[src/rtl/img_rsz_pxl_fwd.sv]
// rtl/img_rsz_pxl_fwd.sv - resized pixel forwarder: FWFT buffer, X/Y tagging, image-complete handshake
module img_rsz_pxl_fwd #(
    parameter int PXL_PRIM_COLOR_W    = 8,
    parameter int PXL_PRIM_COLOR_NUM  = 3,
    parameter int RSZ_IMG_WIDTH_SIZE  = 32,
    parameter int RSZ_IMG_HEIGHT_SIZE = 32,
    parameter int FWD_BUF_DEPTH       = 4,
    parameter int RSZ_X_W             = $clog2(RSZ_IMG_WIDTH_SIZE),
    parameter int RSZ_Y_W             = $clog2(RSZ_IMG_HEIGHT_SIZE)
) (
    input  logic                        Clk_i,
    input  logic                        Reset_i,
    input  logic [PXL_PRIM_COLOR_W-1:0] RszPxlData_i [PXL_PRIM_COLOR_NUM],
    input  logic                        RszPxlVld_i,
    output logic                        RszPxlRdy_o,
    output logic [PXL_PRIM_COLOR_W-1:0] FwdPxlData_o [PXL_PRIM_COLOR_NUM],
    output logic [RSZ_X_W-1:0]          FwdPxlX_o,
    output logic [RSZ_Y_W-1:0]          FwdPxlY_o,
    output logic                        FwdPxlLast_o,
    output logic                        FwdPxlVld_o,
    input  logic                        FwdPxlRdy_i,
    output logic                        FwdRszEn_o,
    output logic                        RszImgComp_o,
    input  logic                        ImgAbort_i
);
    localparam int PTR_W = $clog2(FWD_BUF_DEPTH);
    localparam int CNT_W = PTR_W + 1;
    localparam logic [CNT_W-1:0]   DEPTH_C = CNT_W'(FWD_BUF_DEPTH);
    localparam logic [CNT_W-1:0]   CNT_ONE = CNT_W'(1);
    localparam logic [PTR_W-1:0]   PTR_ONE = PTR_W'(1);
    localparam logic [RSZ_X_W-1:0] X_MAX   = RSZ_X_W'(RSZ_IMG_WIDTH_SIZE - 1);
    localparam logic [RSZ_Y_W-1:0] Y_MAX   = RSZ_Y_W'(RSZ_IMG_HEIGHT_SIZE - 1);
    localparam logic [RSZ_X_W-1:0] X_ONE   = RSZ_X_W'(1);
    localparam logic [RSZ_Y_W-1:0] Y_ONE   = RSZ_Y_W'(1);

    typedef enum logic [1:0] {IDLE, STREAM, COMP} state_e;

    state_e                      state_q, state_d;
    logic [PXL_PRIM_COLOR_W-1:0] buf_q [FWD_BUF_DEPTH][PXL_PRIM_COLOR_NUM];
    logic [PTR_W-1:0]            wr_ptr_q, wr_ptr_d, rd_ptr_q, rd_ptr_d;
    logic [CNT_W-1:0]            count_q, count_d;
    logic [RSZ_X_W-1:0]          out_x_q, out_x_d;
    logic [RSZ_Y_W-1:0]          out_y_q, out_y_d;
    logic                        push, pop;

    // Ready depends only on local state, never on FwdPxlRdy_i, so a full buffer blocks pushes even while popping.
    assign RszPxlRdy_o  = ~Reset_i & ~ImgAbort_i & (count_q < DEPTH_C) & (state_q != COMP);
    assign FwdPxlVld_o  = (count_q != '0) & (state_q == STREAM);
    assign push         = RszPxlVld_i & RszPxlRdy_o;
    assign pop          = FwdPxlVld_o & FwdPxlRdy_i & ~ImgAbort_i;
    assign FwdPxlLast_o = (out_x_q == X_MAX) & (out_y_q == Y_MAX) & FwdPxlVld_o;
    assign FwdRszEn_o   = pop;
    assign RszImgComp_o = pop & FwdPxlLast_o;
    assign FwdPxlX_o    = out_x_q;
    assign FwdPxlY_o    = out_y_q;

    always_comb begin
        for (int c = 0; c < PXL_PRIM_COLOR_NUM; c++) begin
            FwdPxlData_o[c] = FwdPxlVld_o ? buf_q[rd_ptr_q][c] : '0;
        end
    end

    always_comb begin
        wr_ptr_d = wr_ptr_q;
        rd_ptr_d = rd_ptr_q;
        count_d  = count_q;
        out_x_d  = out_x_q;
        out_y_d  = out_y_q;
        state_d  = state_q;

        if (push) wr_ptr_d = wr_ptr_q + PTR_ONE;
        if (pop)  rd_ptr_d = rd_ptr_q + PTR_ONE;
        case ({push, pop})
            2'b10:   count_d = count_q + CNT_ONE;
            2'b01:   count_d = count_q - CNT_ONE;
            default: count_d = count_q;
        endcase

        if (pop) begin
            if (out_x_q == X_MAX) begin
                out_x_d = '0;
                out_y_d = (out_y_q == Y_MAX) ? '0 : out_y_q + Y_ONE;
            end else begin
                out_x_d = out_x_q + X_ONE;
            end
        end

        unique case (state_q)
            IDLE:    if (push) state_d = STREAM;
            STREAM:  if (RszImgComp_o) state_d = COMP;
            COMP:    state_d = (count_q == '0) ? IDLE : STREAM;
            default: state_d = IDLE;
        endcase

        if (ImgAbort_i) begin
            wr_ptr_d = '0;
            rd_ptr_d = '0;
            count_d  = '0;
            out_x_d  = '0;
            out_y_d  = '0;
            state_d  = IDLE;
        end
    end

    always_ff @(posedge Clk_i or posedge Reset_i) begin
        if (Reset_i) begin
            state_q  <= IDLE;
            wr_ptr_q <= '0;
            rd_ptr_q <= '0;
            count_q  <= '0;
            out_x_q  <= '0;
            out_y_q  <= '0;
        end else begin
            state_q  <= state_d;
            wr_ptr_q <= wr_ptr_d;
            rd_ptr_q <= rd_ptr_d;
            count_q  <= count_d;
            out_x_q  <= out_x_d;
            out_y_q  <= out_y_d;
        end
    end

    // Pixel storage needs no reset: it is only observable through count_q.
    always_ff @(posedge Clk_i) begin
        if (push) buf_q[wr_ptr_q] <= RszPxlData_i;
    end
endmodule

[config.mk]
export PLATFORM = sky130hd
export DESIGN_NAME = img_rsz_pxl_fwd
export DESIGN_NICKNAME = d
export VERILOG_FILES = /design/src/rtl/img_rsz_pxl_fwd.sv
export SDC_FILE = /design/constraint.sdc
export NUM_CORES = 1
export LEC_CHECK = 0
export ABC_AREA = 1
export CORE_MARGIN = 2
export CORE_UTILIZATION = 45
export DETAILED_ROUTE_END_ITERATION = 7
export GPL_ROUTABILITY_DRIVEN = 0
export GPL_TIMING_DRIVEN = 0
export PLACE_DENSITY = 0.69
export SLEW_MARGIN = 20
export SYNTH_ARGS = -nofsm -noshare
export SYNTH_HDL_FRONTEND = slang
export SYNTH_SLANG_ARGS = --single-unit
[constraint.sdc]
create_clock -name Clk_i -period 3.2 [get_ports Clk_i]
set_input_delay 0.64 -clock Clk_i [delete_from_list [all_inputs] [get_ports Clk_i]]
set_output_delay 0.64 -clock Clk_i [all_outputs]
set_load 0.02 [all_outputs]
# Word level (Yosys, flattened, before mapping)
# Memory sizes are Yosys's and may differ from the RTL's.
# Cells that the tools add are included.
# Widths: inputs -> output; s select.
[classes]
n_addsub = 6
mul = 0
n_div = 0
n_lt_le_gt_ge = 1
eq_ne = 9
n_shift = 0
mux = 23
bitwise = 12
n_reduce_logical = 9
[op_table]
columns = ["op", "count"]
rows = [
  ["$mux 5", 7],
  ["$mux 8", 3],
  ["$mux 2", 7],
  ["$add 5x1->5 const B", 2],
  ["$and 1x1->1", 10],
  ["$eq 5x5->1 const B", 2],
  ["$ne 3x3->1 const B", 2],
  ["$pmux 2 s3", 1],
  ["$pmux 3 s2", 1],
  ["$reduce_bool 2->1", 3],
  ["$reduce_bool 3->1", 2],
  ["$add 2x1->2 const B", 2],
  ["$eq 2x1->1 const B", 2],
  ["$eq 2x2->1 const B", 2],
  ["$reduce_and 2->1", 2],
  ["$add 3x1->3 const B", 1],
  ["$logic_not 3->1", 1],
  ["$lt 3x3->1 const B", 1],
  ["$mux 1", 3],
  ["$mux 3", 1],
  ["$sub 3x1->3 const B", 1],
  ["$logic_not 2->1", 1],
  ["$ne 2x2->1 const B", 1],
  ["$not 1->1", 2],
]
[word_totals]
reg_bits = 19
latch_bits = 0
ram_bits = 96
romBits = 0
input_bits = 29
output_inout_bits = 39
wordCells = 67
memories = 1
[memory_table]
columns = ["memory", "words", "width", "read_ports", "rd_clocked_by_memory_dff", "write_ports", "line", "rtl"]
rows = [
  ["buf_q", 4, 24, 1, 0, 1, "39", "logic [PXL_PRIM_COLOR_W-1:0] buf_q [FWD_BUF_DEPTH][PXL_PRIM_COLOR_NUM];"],
]

# Depth between registers and ports, before layout
[depth]
ltp_word = 8
depth_mapped = 12
depth_no_buf = 12

# Worst setup path before layout
# Ideal clock, no wire load.
[synth_timing]
path_type = "input to register"
from = "in Reset_i"
to = "mem buf_q[0][0] (netlist name) (enable)"
setup_time_ps = 405
arrival_ps = 2130
required_time_ps = 2795
slack_ps = 665
stages = 5
n_path_buf = 0
path_cell_list = "nor2_1 nand3_2 inv_2 nand2_4 nor2_1"
[synth_via]
elab_chain_cells = 7
[synth_rtl]
columns = ["element", "line", "rtl"]
rows = [
  ["start, declared", "12", "input logic Reset_i,"],
  ["$not 1->1", "47", "assign RszPxlRdy_o = ~Reset_i & ~ImgAbort_i & (count_q < DEPTH_C) & (state_q != COMP);"],
  ["$and 1x1->1 (3 in a row)", "47", ""],
  ["via RszPxlRdy_o", "15", "output logic RszPxlRdy_o,"],
  ["$and 1x1->1", "49", "assign push = RszPxlVld_i & RszPxlRdy_o;"],
  ["$mux 1", "125", "if (push) buf_q[wr_ptr_q] <= RszPxlData_i;"],
  ["$mux 1 (implied by the code)", "125", ""],
  ["end, declared", "39", ""],
]
# The timed path passes the listed nets, and every way through them passes these cells.

==> impl_metrics.py <==
metrics = {
    "sta": {
        "slew_violations": 0,
        "setup_viol": 0,
        "fin_crit_sh": 0.957,
        "max_freq_ghz": 0.327,
        "max-slew-margin-rel": 0.477,
        "fin_skew_ns": 0.00599,
        "rsz0062_at_grt": "no",
        "min_period_ns": 3.06,
        "tightest_slew_ns": 0.783,
        "hold_violations": 0,
    },
    "cts": {
        "cts_tree": "yes",
        "clkTransAtPathRegs_ns": 0.06,
        "holdBufCountCts": 0,
        "root_buffer": "clkbuf_8",
        "numClockSinks": 115,
        "max-clock-path-buffers": 2,
        "cts_setup_buffers": 0,
        "clk-insertion-delay-late_ns": 0.51,
        "numCtsBuffers": 17,
        "cts_max_level": 4,
    },
    "finish": {
        "nNetsFinal": 556,
        "final_common_cell": "nor2_1",
        "syn_to_final_growth_pct": 33.4,
        "antenna_cells": 0,
        "drive_above_1_share": 0.143,
        "final_cell_mix": "nor2_1 (107), edfxtp_1 (96), o21ai_0 (56)",
        "final_area_mm2": 0.00651,
        "n_fill_cell": 852,
    },
    "detailed_routing": {
        "drt_iter0_markers": 225,
        "wl_um": 10700,
        "avgViaCountPerCell": 5.06,
        "via_count": 3394,
        "ant_nets": 0,
        "firstDrtPassIters": 4,
        "wl_per_cell_um": 15.9,
        "drc": 0,
    },
    "yosys": {
        "yosysSeqAreaShare": 0.688,
        "ys_ff_latch": 115,
        "synth_top_area_frac": 0.591,
        "synthArstFlopShare": 0.165,
        "syn_avg_cell_area_um2": 11.4,
        "synth_area_mm2": 0.00488,
        "ys_warn_count": 0,
        "ys_types": 31,
        "synth_edf_count": 96,
        "synth_flop_cell": "edfxtp_1",
        "yosys-top-cells-area": "edfxtp_1 (59%), dfrtp_1 (9.7%), nor2_1 (8.5%)",
        "yosys.area.top_type": "edfxtp_1",
        "syn_inst": 428,
        "synth_nets": 466,
    },
    "placed_design": {
        "io_buffers": 67,
        "postPlaceCellArea_mm2": 0.00586,
        "hpwlAfterDp_um": 7060,
    },
    "global_routing": {
        "grt_usage": 0.195,
        "grt_max_degree": 21,
        "antenna_found_initial": 0,
        "grt-ovfl-total": 0,
        "grt_pass1_wl_um": 16900,
        "grt_pass1_vias": 3454,
    },
    "floorplanning": {
        "num_rows": 38,
        "die_w_um": 108,
        "coreArea_mm2": 0.0107,
        "start_util": 0.456,
        "io_pins": 68,
        "die_area_mm2": 0.0117,
        "die_h_um": 108,
    },
    "setup_path": {
        "cp.required_ns": 2.56,
        "rr_worst_depth": 11,
        "cp_num_buf_inv": 4,
        "cp-end-kind": "output pin",
        "startpoint_type": "flop",
        "path_max_fanout": 10,
        "critPathKind": "reg2out",
        "r2r_slack_ns": 1.18,
        "r2r-end": "count_q[2]",
        "cp.arrival_ns": 2.42,
        "crit_chain": "buf_2, buf_2, buf_4, nor2_1, nor2_1, o21ai_0, a21oi_1, clkdlybuf4s50_1",
        "cp_slowest_cell": "clkdlybuf4s50_1",
        "r2r-start": "count_q[2]",
        "cpPeakStageDelay_ns": 0.61,
        "cp_top_family": "buffers and inverters",
    },
    "min_path": {
        "hold_path_depth": 2,
        "hp-start": "FwdPxlY_o[4]",
        "hold_class": "reg2reg",
        "hold_end": "FwdPxlY_o[4]",
    },
    "run": {
        "cap_violations": 0,
    },
    "power_and_ir_drop": {
        "finalPower_w": 0.00437,
        "peakVddDrop_uv": 314,
        "p_switching_w": 0.00115,
        "comb_power_share": 0.180,
        "p_leak_nw": 2.65,
        "p_int_w": 0.00321,
        "pwr_density_cell_mw_per_mm2": 671,
        "swShare": 0.264,
        "pwr-share-seq": 0.399,
        "p_clk_frac": 0.421,
    },
    "status": {
        "status": "finished clean",
    },
}
per-layer routing:
layer,global-route usage,part of all wire
met1,0.227,0.41
met2,0.333,0.50
met3,0.0711,0.078
met4,0.0723,0.012
met5,0,0
metrics by stage:
stage / cells / TNS [ns] / util / setup slack (ns) / hold WS [ns]
after global routing: 671 / 0 / 0.608 / 0.00326 / 0.591
after detailed placement: 639 / 0 / 0.548 / 0.123 / 0.522
after global placement: 635 / -63.46 / 0.535 / -0.694 / 0.514
after CTS: 671 / 0 / 0.605 / 0.00970 / 0.544
final: 671 / 0 / 0.608 / 0.138 / 0.540
after floorplan: 428 / 0 / - / 0.665 / 0.518
layout make-up:
type                    count  area [µm²]  share of cell area
flip-flops and latches    115        3360               0.516
repair buffers             71         808               0.124
inverters                  28         108              0.0165
clock inverters             5        28.8             0.00442
multi-input cells         267        1360               0.208
plain buffers              18        95.1              0.0146
well taps                 140         175              0.0269
clock buffers              27         577              0.0887
worst max path at each step:
| stage | start | to | slack (ns) | depth (start not counted) |
|---|---|---|---|---|
| 2_1_floorplan | Reset_i | buf_q[0][0] | 0.67 | 5 |
| 3_3_place_gp | ImgAbort_i | buf_q[1][10] | -0.69 | 6 |
| 3_5_place_dp | ImgAbort_i | RszImgComp_o | 0.12 | 5 |
| 4_1_cts | rd_ptr_q[0] | FwdPxlData_o[11] | 0.01 | 8 |
| 5_1_grt | rd_ptr_q[0] | FwdPxlData_o[10] | 0.003 | 8 |
| 6_report | rd_ptr_q[0] | FwdPxlData_o[19] | 0.14 | 8 |
state kept, by name (all words and copies together), names as in the netlist:
| register | cells |
|---|---|
| rd_ptr_q | 2 |
| wr_ptr_q | 2 |
| FwdPxlX_o | 5 |
| count_q | 3 |
| buf_q | 96 |
| FwdPxlY_o | 5 |
| state_q | 2 |
power by group through the flow:
stage / combinational (W) / sequential [W] / clock [W]
detailed placement: 0.000797 / 0.00177 / 0
global route: 0.000865 / 0.00175 / 0.00194
global placement: 0.000766 / 0.00177 / 0
floorplan: 0.000426 / 0.00179 / 0
CTS: 0.000801 / 0.00174 / 0.00187
finish: 0.000787 / 0.00174 / 0.00184
synthesized netlist by cell type, types with 2 or more instances:
library cell,number
buf_2,9
nand2_1,24
a21oi_1,31
nor2_1,111
inv_2,5
dfrtp_1,19
nor3_1,5
edfxtp_1,96
clkbuf_1,6
o21ai_2,2
nor2_4,2
ha_1,8
o21ai_0,56
buf_4,2
nand3_1,10
inv_1,21
nand2_4,4
nand2_2,4
cells by family after synthesis:
family,Yosys count,synth area share
AO/OA/AOI/OAI,93,0.0990
buffers and inverters,46,0.0398
XOR/XNOR,1,0.00180
flip-flops,115,0.688
adder cells (fa/ha/maj),9,0.0246
AND/OR/NAND/NOR,164,0.146
tightest hold or removal path, cell delays in order, from the launching register on:
cell and delay, ns:
dfrtp_1 0.39, nand2_1 0.07, nand2_1 0.05
repair_timing:
item / 4_1_cts / 5_1_grt
endpoints found under the hold margin: 0 / 0
setup endpoints to repair: 19 / 15
pin swaps: 0 / 0
gates resized for setup: 8 / 17
Note: power is estimated with default switching activity, not from simulation.
